<file path="src/rtl/fetch_buffer_pkg.sv">
// Shared types and constants for the fetch front end.
// Latency: none (declarations only).
// Backpressure: n/a.
package fetch_buffer_pkg;

  // Width of one instruction word returned by instruction memory.
  localparam int INSNBITS_SIZE = 32;

  // An all-zero word is the halt marker.
  function automatic logic is_halt_word(input logic [INSNBITS_SIZE-1:0] w);
    return (w == '0);
  endfunction

endpackage

</file>
<file path="src/rtl/fetch_buffer_if.sv">
// Bundles the imem, dispatch and ROB-redirect signals of the fetch buffer.
// Latency: none (wires only).
// Backpressure: dispatch stalls via in_d_stall; imem has no backpressure.
interface fetch_buffer_if
  import fetch_buffer_pkg::*;
#(
  parameter int PC_W  = 64,
  parameter int DEPTH = 4
) ();

  localparam int CNT_W = $clog2(DEPTH + 1);

  logic                     out_imem_req;
  logic [PC_W-1:0]          out_imem_addr;
  logic [INSNBITS_SIZE-1:0] in_imem_data;
  logic                     in_d_stall;
  logic                     out_d_done;
  logic [INSNBITS_SIZE-1:0] out_d_insnbits;
  logic [PC_W-1:0]          out_d_pc;
  logic                     in_rob_is_mispred;
  logic [PC_W-1:0]          in_rob_target_pc;
  logic                     out_halted;
  logic [CNT_W-1:0]         out_count;

  // Fetch buffer side.
  modport slave (
    output out_imem_req, out_imem_addr, out_d_done, out_d_insnbits, out_d_pc,
           out_halted, out_count,
    input  in_imem_data, in_d_stall, in_rob_is_mispred, in_rob_target_pc
  );

  // Environment side (imem, dispatch, ROB).
  modport master (
    input  out_imem_req, out_imem_addr, out_d_done, out_d_insnbits, out_d_pc,
           out_halted, out_count,
    output in_imem_data, in_d_stall, in_rob_is_mispred, in_rob_target_pc
  );

endinterface

</file>
<file path="src/rtl/fetch_buffer_insn_fifo.sv">
// Circular buffer of fetched entries; head is read straight from storage.
// Latency: push visible at head the cycle after it is written.
// Backpressure: none internally; caller must not push when full (credit-guarded).
module insn_fifo #(
  parameter int  DEPTH   = 4,
  parameter type entry_t = logic [95:0]
) (
  input  logic                         clk,
  input  logic                         rst_n,
  input  logic                         push,
  input  entry_t                       push_dat,
  input  logic                         pop,
  input  logic                         clear,
  output logic                         full,
  output logic                         empty,
  output logic [$clog2(DEPTH+1)-1:0]   count,
  output entry_t                       head
);

  localparam int PTR_W = $clog2(DEPTH);
  localparam int CNT_W = $clog2(DEPTH + 1);

  entry_t           mem_q [DEPTH];
  logic [PTR_W-1:0] wr_ptr_q, wr_ptr_d;
  logic [PTR_W-1:0] rd_ptr_q, rd_ptr_d;
  logic [CNT_W-1:0] count_q, count_d;
  logic             do_push;
  logic             do_pop;

  assign empty = (count_q == '0);
  assign full  = (count_q == CNT_W'(DEPTH));
  assign count = count_q;
  assign head  = mem_q[rd_ptr_q];

  // A pop on an empty queue is ignored; clear overrides both push and pop.
  assign do_pop  = pop && !empty && !clear;
  assign do_push = push && !clear;

  // Pointer and occupancy update; pointers wrap naturally since DEPTH is a power of two.
  always_comb begin
    wr_ptr_d = wr_ptr_q;
    rd_ptr_d = rd_ptr_q;
    count_d  = count_q;
    if (clear) begin
      wr_ptr_d = '0;
      rd_ptr_d = '0;
      count_d  = '0;
    end else begin
      if (do_push) wr_ptr_d = wr_ptr_q + PTR_W'(1);
      if (do_pop)  rd_ptr_d = rd_ptr_q + PTR_W'(1);
      case ({do_push, do_pop})
        2'b10:   count_d = count_q + CNT_W'(1);
        2'b01:   count_d = count_q - CNT_W'(1);
        default: count_d = count_q;
      endcase
    end
  end

  // Pointer/occupancy registers.
  always_ff @(posedge clk or negedge rst_n) begin
    if (!rst_n) begin
      wr_ptr_q <= '0;
      rd_ptr_q <= '0;
      count_q  <= '0;
    end else begin
      wr_ptr_q <= wr_ptr_d;
      rd_ptr_q <= rd_ptr_d;
      count_q  <= count_d;
    end
  end

  // Entry storage; contents are only meaningful while counted, so no reset.
  always_ff @(posedge clk) begin
    if (do_push) mem_q[wr_ptr_q] <= push_dat;
  end

endmodule

</file>
<file path="src/rtl/fetch_buffer.sv">
// Fetch stage: PC, sequential imem requests, response queue presented to dispatch.
// Latency: request in cycle N reaches dispatch in cycle N+2 on an empty queue.
// Backpressure: requests issue only while occupancy + in-flight < DEPTH.
module fetch_buffer
  import fetch_buffer_pkg::*;
#(
  parameter int              DEPTH    = 4,
  parameter int              PC_W     = 64,
  parameter logic [PC_W-1:0] RESET_PC = '0
) (
  input logic           in_clk,
  input logic           in_rst_n,
  fetch_buffer_if.slave io
);

  localparam int CNT_W = $clog2(DEPTH + 1);

  typedef struct packed {
    logic [INSNBITS_SIZE-1:0] insnbits;
    logic [PC_W-1:0]          pc;
  } fetch_entry_t;

  logic [PC_W-1:0] pc_q, pc_d;
  logic [PC_W-1:0] pend_pc_q, pend_pc_d;
  logic            inflight_q, inflight_d;
  logic            halted_q, halted_d;

  logic            req;
  logic            resp_live;
  logic            halt_seen;
  logic            fifo_push;
  logic            fifo_pop;
  logic            fifo_full;
  logic            fifo_empty;
  logic [CNT_W-1:0] fifo_count;
  logic [CNT_W:0]   credit_used;
  fetch_entry_t    fifo_head;
  fetch_entry_t    push_entry;

  // Credit: every in-flight request owns a slot, so the queue can never overflow.
  assign credit_used = (CNT_W+1)'(fifo_count) + (CNT_W+1)'(inflight_q);
  assign req = in_rst_n && !halted_q && !io.in_rob_is_mispred
               && (credit_used < (CNT_W+1)'(DEPTH));

  // A response counts only if not squashed by a redirect and fetch is still running.
  assign resp_live  = inflight_q && !io.in_rob_is_mispred && !halted_q;
  assign halt_seen  = resp_live && is_halt_word(io.in_imem_data);
  assign fifo_push  = resp_live && !is_halt_word(io.in_imem_data);
  assign fifo_pop   = !fifo_empty && !io.in_d_stall && !io.in_rob_is_mispred;
  assign push_entry = '{insnbits: io.in_imem_data, pc: pend_pc_q};

  insn_fifo #(
    .DEPTH   (DEPTH),
    .entry_t (fetch_entry_t)
  ) u_fifo (
    .clk      (in_clk),
    .rst_n    (in_rst_n),
    .push     (fifo_push),
    .push_dat (push_entry),
    .pop      (fifo_pop),
    .clear    (io.in_rob_is_mispred),
    .full     (fifo_full),
    .empty    (fifo_empty),
    .count    (fifo_count),
    .head     (fifo_head)
  );

  // Outputs: head fields are masked when the queue is empty so idle outputs read zero.
  assign io.out_imem_req   = req;
  assign io.out_imem_addr  = pc_q;
  assign io.out_d_done     = !fifo_empty;
  assign io.out_d_insnbits = fifo_empty ? '0 : fifo_head.insnbits;
  assign io.out_d_pc       = fifo_empty ? '0 : fifo_head.pc;
  assign io.out_halted     = halted_q;
  assign io.out_count      = fifo_count;

  // Next-state: redirect wins; otherwise advance PC on request and latch halt.
  always_comb begin
    pc_d       = pc_q;
    pend_pc_d  = pend_pc_q;
    inflight_d = req;
    halted_d   = halted_q;
    if (io.in_rob_is_mispred) begin
      pc_d     = io.in_rob_target_pc;
      halted_d = 1'b0;
    end else begin
      if (req) begin
        pc_d      = pc_q + PC_W'(4);
        pend_pc_d = pc_q;
      end
      if (halt_seen) halted_d = 1'b1;
    end
  end

  // Front-end state registers.
  always_ff @(posedge in_clk or negedge in_rst_n) begin
    if (!in_rst_n) begin
      pc_q       <= RESET_PC;
      pend_pc_q  <= '0;
      inflight_q <= 1'b0;
      halted_q   <= 1'b0;
    end else begin
      pc_q       <= pc_d;
      pend_pc_q  <= pend_pc_d;
      inflight_q <= inflight_d;
      halted_q   <= halted_d;
    end
  end

  // Overflow would mean the credit rule is broken.
  always_ff @(posedge in_clk) begin
    if (in_rst_n) assert (!(fifo_push && fifo_full && !fifo_pop));
  end

endmodule
</file>
<file path="src/flat_wrapper.sv">
// flat-port wrapper written by rule: the top's interface ports become plain ports
module fetch_buffer_flat import fetch_buffer_pkg::*;
#(
  parameter int              DEPTH    = 4,
  parameter int              PC_W     = 64,
  parameter logic [PC_W-1:0] RESET_PC = '0
)
  (in_clk, in_rst_n, io_out_imem_req, io_out_imem_addr, io_out_d_done, io_out_d_insnbits, io_out_d_pc, io_out_halted, io_out_count, io_in_imem_data, io_in_d_stall, io_in_rob_is_mispred, io_in_rob_target_pc);
  fetch_buffer_if #(.PC_W(PC_W), .DEPTH(DEPTH)) io_i ();
  input logic in_clk;
  input logic in_rst_n;
  output wire logic [$bits(io_i.out_imem_req)-1:0] io_out_imem_req;
  output wire logic [$bits(io_i.out_imem_addr)-1:0] io_out_imem_addr;
  output wire logic [$bits(io_i.out_d_done)-1:0] io_out_d_done;
  output wire logic [$bits(io_i.out_d_insnbits)-1:0] io_out_d_insnbits;
  output wire logic [$bits(io_i.out_d_pc)-1:0] io_out_d_pc;
  output wire logic [$bits(io_i.out_halted)-1:0] io_out_halted;
  output wire logic [$bits(io_i.out_count)-1:0] io_out_count;
  input wire logic [$bits(io_i.in_imem_data)-1:0] io_in_imem_data;
  input wire logic [$bits(io_i.in_d_stall)-1:0] io_in_d_stall;
  input wire logic [$bits(io_i.in_rob_is_mispred)-1:0] io_in_rob_is_mispred;
  input wire logic [$bits(io_i.in_rob_target_pc)-1:0] io_in_rob_target_pc;
  assign io_out_imem_req = io_i.out_imem_req;
  assign io_out_imem_addr = io_i.out_imem_addr;
  assign io_out_d_done = io_i.out_d_done;
  assign io_out_d_insnbits = io_i.out_d_insnbits;
  assign io_out_d_pc = io_i.out_d_pc;
  assign io_out_halted = io_i.out_halted;
  assign io_out_count = io_i.out_count;
  assign io_i.in_imem_data = io_in_imem_data;
  assign io_i.in_d_stall = io_in_d_stall;
  assign io_i.in_rob_is_mispred = io_in_rob_is_mispred;
  assign io_i.in_rob_target_pc = io_in_rob_target_pc;
  fetch_buffer #(.DEPTH(DEPTH), .PC_W(PC_W), .RESET_PC(RESET_PC)) u_core (.in_clk(in_clk), .in_rst_n(in_rst_n), .io(io_i));
endmodule
</file>
<file path="config.mk">
export PLATFORM = sky130hd
export DESIGN_NAME = fetch_buffer_flat
export DESIGN_NICKNAME = d
export VERILOG_FILES = /design/src/rtl/fetch_buffer_pkg.sv /design/src/rtl/fetch_buffer_if.sv /design/src/rtl/fetch_buffer_insn_fifo.sv /design/src/rtl/fetch_buffer.sv /design/src/flat_wrapper.sv
export SDC_FILE = /design/constraint.sdc
export NUM_CORES = 1
export LEC_CHECK = 0
export ABC_CLOCK_PERIOD_IN_PS = 4050
export BUFFER_PORTS_ARGS = -buffer_cell sky130_fd_sc_hd__buf_2
export CORE_UTILIZATION = 38
export DETAILED_ROUTE_END_ITERATION = 8
export GPL_TIMING_DRIVEN = 0
export SLEW_MARGIN = 40
export SYNTH_ARGS = -nofsm -noshare
export SYNTH_HDL_FRONTEND = slang
export SYNTH_SLANG_ARGS = --single-unit
</file>
<file path="constraint.sdc">
create_clock -name in_clk -period 4.05 [get_ports in_clk]
set_input_delay 0.405 -clock in_clk [delete_from_list [all_inputs] [get_ports in_clk]]
set_output_delay 0.405 -clock in_clk [all_outputs]
set_load 0.05 [all_outputs]
</file>
# --- Word level (Yosys, flattened, before mapping) ---
# Memory sizes are Yosys's and may differ from the RTL's.
# Index checks and enable logic that the tools add are counted.
classes:
  n_addsub: 6
  magnitude_cmp: 1
  n_reduce_logical: 25
  shifts: 0
  bitwise_logic: 1
  multipliers: 0
  n_eq_ne: 2
  n_mux: 14
  n_div: 0
ops:
  columns: ["op", "count"]
  rows:
  - ["2-to-1 mux 64 bit", 3]
  - ["adder 64 x 3 -> 64 bit, second input constant", 1]
  - ["logical NOT 32 bit", 1]
  - ["2-to-1 mux 32 bit", 1]
  - ["logical AND 1 bit", 12]
  - ["2-to-1 mux 2 bit", 4]
  - ["nonzero test 2 bit", 4]
  - ["one-hot mux 3 bit (2 select lines)", 1]
  - ["logical NOT 1 bit", 5]
  - ["adder 2 x 1 -> 2 bit, second input constant", 2]
  - ["adder 3 x 1 -> 4 bit", 1]
  - ["< comparator 4 x 3 -> 1 bit, second input constant", 1]
  - ["2-to-1 mux 1 bit", 4]
  - ["adder 3 x 1 -> 3 bit, second input constant", 1]
  - ["logical NOT 3 bit", 1]
  - ["2-to-1 mux 3 bit", 1]
  - ["nonzero test 3 bit", 1]
  - ["subtractor 3 x 1 -> 3 bit, second input constant", 1]
  - ["== test 2 x 1 -> 1 bit, second input constant", 1]
  - ["== test 2 bit, second input constant", 1]
  - ["AND reduction 2 bit", 1]
  - ["NOT 1 bit", 1]
totals:
  input_bits: 100
  ramBits: 384
  reg_bits: 137
  word_cells: 57
  mem_count: 1
  latch_bits: 0
  romBits: 0
memory_table:
  columns: ["memory", "words", "word_bits", "read_ports", "rd_ports_with_merged_regs", "wr", "line_no", "rtl"]
  rows:
  - ["u_core.u_fifo.mem_q", 4, 96, 1, 0, 1, "fetch_buffer_insn_fifo.sv:23", "entry_t mem_q [DEPTH];"]

# --- Logic depth before layout (Yosys ltp) ---
depth:
  depth_word: 9
  depth_mapped: 11
  ltp_nobuf: 10

# --- Modules after synthesis ---
# Synthesis repeated with hierarchy kept, for this count alone.
hier_totals:
  hier_cells: 1436
  hier_area_um2: 21710.8
modules_own_cells:
  columns: ["mod", "area_each_um2", "instances", "cells_each", "seq_area_each_um2"]
  rows:
  - ["insn_fifo", 14325.0, 1, 552, 11706.2]
  - ["fetch_buffer", 7385.8, 1, 884, 3253.1]

# --- Worst setup path before layout ---
# No wires, ideal clock.
synth_timing:
  path_type: "reg2reg"
  startpoint: "register u_core.halted_q (netlist: u_core.io.out_halted)"
  endpoint: "memory u_core.u_fifo.mem_q[1][0] (netlist bit), enable pin"
  stages_incl_launch_ff: 6
  t_arrival_ns: 3.594
  synth_period_minus_slack_ns: 4.060
  setup_slack_ns: -0.010
  required_time_ns: 3.584
  n_path_buf: 1
  cell_sequence: "dfrtp_1 nor2_1 nand2_1 nor2_1 clkbuf_1 and2_1"
synth_between:
  elab_chain_len: 6
synth_rtl:
  columns: ["item", "line_no", "rtl"]
  rows:
  - ["start: declaration", "fetch_buffer.sv:26", "logic halted_q, halted_d;"]
  - ["start signal: assignment", "fetch_buffer.sv:106", "halted_q <= halted_d;"]
  - ["logical NOT 1 bit", "fetch_buffer.sv:46", "assign resp_live = inflight_q && !io.in_rob_is_mispred && !halted_q;"]
  - ["logical AND 1 bit", "fetch_buffer.sv:46", null]
  - ["logical AND 1 bit", "fetch_buffer.sv:48", "assign fifo_push = resp_live && !is_halt_word(io.in_imem_data);"]
  - ["logical AND 1 bit", "fetch_buffer_insn_fifo.sv:37", "assign do_push = push && !clear;"]
  - ["2-to-1 mux 1 bit", "fetch_buffer_insn_fifo.sv:74", "if (do_push) mem_q[wr_ptr_q] <= push_dat;"]
  - ["2-to-1 mux 1 bit (not written as such)", "fetch_buffer_insn_fifo.sv:74", null]
  - ["end: declaration", "fetch_buffer_insn_fifo.sv:23", null]
# No other way between the ends.

# --- Worst setup path after layout ---
layout_timing:
  startpoint: "register u_core.u_fifo.rd_ptr_q[1]"
  endpoint: "output port io_out_d_pc[62]"
layout_between:
  elab_chain_len: 2
layout_rtl:
  columns: ["item", "line_no", "rtl"]
  rows:
  - ["start: declaration", "fetch_buffer_insn_fifo.sv:25", "logic [PTR_W-1:0] rd_ptr_q, rd_ptr_d;"]
  - ["start signal: assignment", "fetch_buffer_insn_fifo.sv:67", "rd_ptr_q <= rd_ptr_d;"]
  - ["memory (4 x 96 bit)", null, null]
  - ["2-to-1 mux 64 bit", "fetch_buffer.sv:73", "assign io.out_d_pc = fifo_empty ? '0 : fifo_head.pc;"]
  - ["end: declaration", "flat_wrapper.sv:16", "output wire logic [$bits(io_i.out_d_pc)-1:0] io_out_d_pc;"]
# No other way between the ends.

==> results.cfg <==
[synthesis]
synth.avg_cell_area_sq_um = 15.16
synthArstFlopShare_pct = 26.30
synth_top_area_cell = edfxtp_1
yosysWarnings = 0
synth-edff-count = 384
yosysTopAreaCellShare_pct = 53.76
syn_nets = 1521
synth_seq_area_share_pct = 69.74
synthFlopType = edfxtp_1
netlist-cell-type-count = 62
synthTopCellsByArea = edfxtp_1 54%, dfrtp_1 16%, mux4_2 10%
ys_ff_latch = 521
syn_inst = 1415
syn_area_sq_um = 21450

[timing]
period_minus_slack_ps = 3729
worst_pin_slew_ps = 895.4
period_share_pct = 92.07
finalSetupViolCount = 0
fmax_ghz = 0.2682
slew-limit-headroom_pct = 40.31
slew_viol_final = 0
rsz0062_at_grt = false
totalNegativeSetupSlack_ps = 0
fin_skew_ps = 29.33
hold_viol = 0

[global_route]
antenna_found_initial = 1
grt_pass1_vias = 13740
grt_max_degree = 59
grt-ovfl-total = 0
grt_usage_pct = 21.82
grt_pass1_wl_um = 91160

[setup_path]
max_stage_delay_ps = 610
end_kind = output port
criticalPathCategory = reg2out
cp_slowest_cell = clkbuf_1
cp-start-kind = register
worstPathArrival_ps = 3320
reg2reg_slack_ps = 650
required_ps = 3640
crit_chain = clkbuf_1, clkbuf_2, clkbuf_1, mux4_2, and2_1, buf_2
cp_max_fo = 10
cpMostUsedCell = clkbuf_1

[clock_network]
cts_tree = yes
worstSkewPairLatency_ps = 610
cts_buffers = 54
cts.path.max_buffers = 3
cts.reportedPaths.clkPinSlew_ps = 60
post-cts-setup-buffer-count = 0
clock-sinks = 521
clockRootBuffer = clkbuf_16
h-tree-depth = 2

[floorplan]
die_h_um = 239.6
pin_count = 266
dieWidth_um = 239.6
coreArea_sq_um = 55420
initial_core_util_pct = 38.71
dieArea_sq_um = 57400
row_count = 86

[drt]
final_antenna_net_count = 0
vias_per_cell = 5.452
wirelength_um = 62350
wl_per_cell_um = 24.39
drtPass1Iterations = 5
num_vias = 13940
drt_iter0_drc = 1163
drc = 0

[place]
placed_area_sq_um = 24130
port_buffers = 264
dpl.hpwl_um = 42960
place_congestion = 0.8588

[outcome]
outcome = finished, final reports clean

[cells_and_area]
final_cell_mix = 384 x edfxtp_1, 278 x buf_2, 262 x nand2_1
drive_above_1_share_pct = 28.28
stdcell_area_sq_um = 26110
areaGrowthSynthToFinish_pct = 21.74
layout.nets = 1867
n_fill_cell = 4966
final_common_cell = edfxtp_1

[pwr]
ir_worst_vdd_mv = 0.3246
p_per_area_nw_per_um2 = 535.4
p_leak_nw = 9.912

[run]
drv_cap = 0

[hold_path]
hp-class = in2reg
==> metrics by stage <==
stage               power, W  instances  hold slack [ps]  setup WS [ps]  util (%)
finish               0.01398       2556            34.70          321.0     47.12
global route         0.01446       2555            26.11          149.2     47.12
CTS                  0.01410       2556           0.8067          38.73     47.11
detailed placement  0.009045       2445            322.5          88.52     43.55
global placement    0.008978       2427            483.3          -2305     42.79
floorplan           0.008166       1415            109.4           1041         -
==> critical path: cells and delay by family, from the launching register on <==
| kind | cells | cell delay, ps |
|---|---|---|
| buffers and inverters | 4 | 1790 |
| DFF | 1 | 330 |
| muxes | 1 | 390 |
| and+or+nand+nor | 1 | 200 |
==> final cells by class <==
cell class              instances  area [sq um]  share of cell area, %
multi-input cells             798          6121                  23.44
clock buffers                  73          1503                  5.755
repair buffers                291          1889                  7.235
inverters                      15         56.30                 0.2156
plain buffers                  80         336.6                  1.289
diodes                          1         2.502               0.009583
clock inverters                29         309.0                  1.184
flip-flops and latches        521         14960                  57.29
well taps                     748         935.9                  3.584
==> state kept, by name, indices dropped and copies added, names as in the netlist <==
register                 flops
u_core.u_fifo.wr_ptr_q       2
u_core.u_fifo.rd_ptr_q       2
u_core.io.out_imem_addr     64
u_core.u_fifo.mem_q        384
u_core.pend_pc_q            64
u_core.inflight_q            1
u_core.io.out_halted         1
u_core.u_fifo.count          3
==> cell usage after synthesis, drive strengths merged (2+ instances only) <==
cell,n
nor3,10
nor2,32
mux2i,9
a41oi,2
or2,2
a21o,2
edfxtp,384
o31ai,2
or4,5
and3,13
a221o,14
mux4,96
o211ai,20
nor4,20
xnor2,4
xor2,4
or3,5
dfrtp,137
and4,6
nand3,40
a21oi,13
clkbuf,60
nand4,30
nand2b,9
ha,5
nor3b,2
o21ai,33
nand2,263
o21bai,3
and2,106
o311ai,18
o221ai,2
a22oi,6
mux2,2
inv,15
a31oi,8
buf,21
a32oi,2
==> timing repair <==
action                                  CTS  global route
hold buffers                              9             0
endpoints found under the hold margin    43             0
gates resized for setup                   1             0
endpoints found under the setup margin    7             1
==> per-layer routing <==
metal	wire length, um	track usage [%]
met1	26750	31.06
met2	29360	34.15
met3	4472	3.411
met4	1752	7.284
met5	8	0
==> where the power goes <==
part | switching [W] | total [W] | internal, W | leakage [nW]
logic | 0.00173 | 0.00244 | 0.000708 | 3.83
registers | 0.000346 | 0.00649 | 0.00615 | 5.20
clock network | 0.00207 | 0.00505 | 0.00298 | 0.889
total | 0.00414 | 0.0140 | 0.00984 | 9.91
==> kinds of logic (layout without fill, tap and decap cells) <==
logic type | Yosys count | in the layout | synth area share [%]
adders and majority gates | 6 | 6 | 0.3850
DFF | 521 | 521 | 69.74
muxes | 107 | 107 | 10.60
xor gates and xnor gates | 8 | 8 | 0.3266
and+or+nand+nor | 545 | 545 | 12.77
AOI/OAI and AO/OA | 132 | 132 | 4.381
buffers and inverters | 96 | 488 | 1.791
other | 0 | 1 | 0
==> worst paths after layout <==
check,startpoint,depth (start not counted),endpoint
max,u_core.u_fifo.rd_ptr_q[1],6,io_out_d_pc[62]
min,io_in_rob_target_pc[41],3,u_core.io.out_imem_addr[41]
max reg2reg,u_core.u_fifo.count[0],8,u_core.pend_pc_q[27]
min reg2reg,u_core.io.out_imem_addr[1],2,u_core.pend_pc_q[1]
max in group asynchronous,in_rst_n,4,u_core.pend_pc_q[27]
min in group asynchronous,in_rst_n,4,u_core.io.out_imem_addr[38]
No activity file was read; power rests on OpenSTA's default activity.
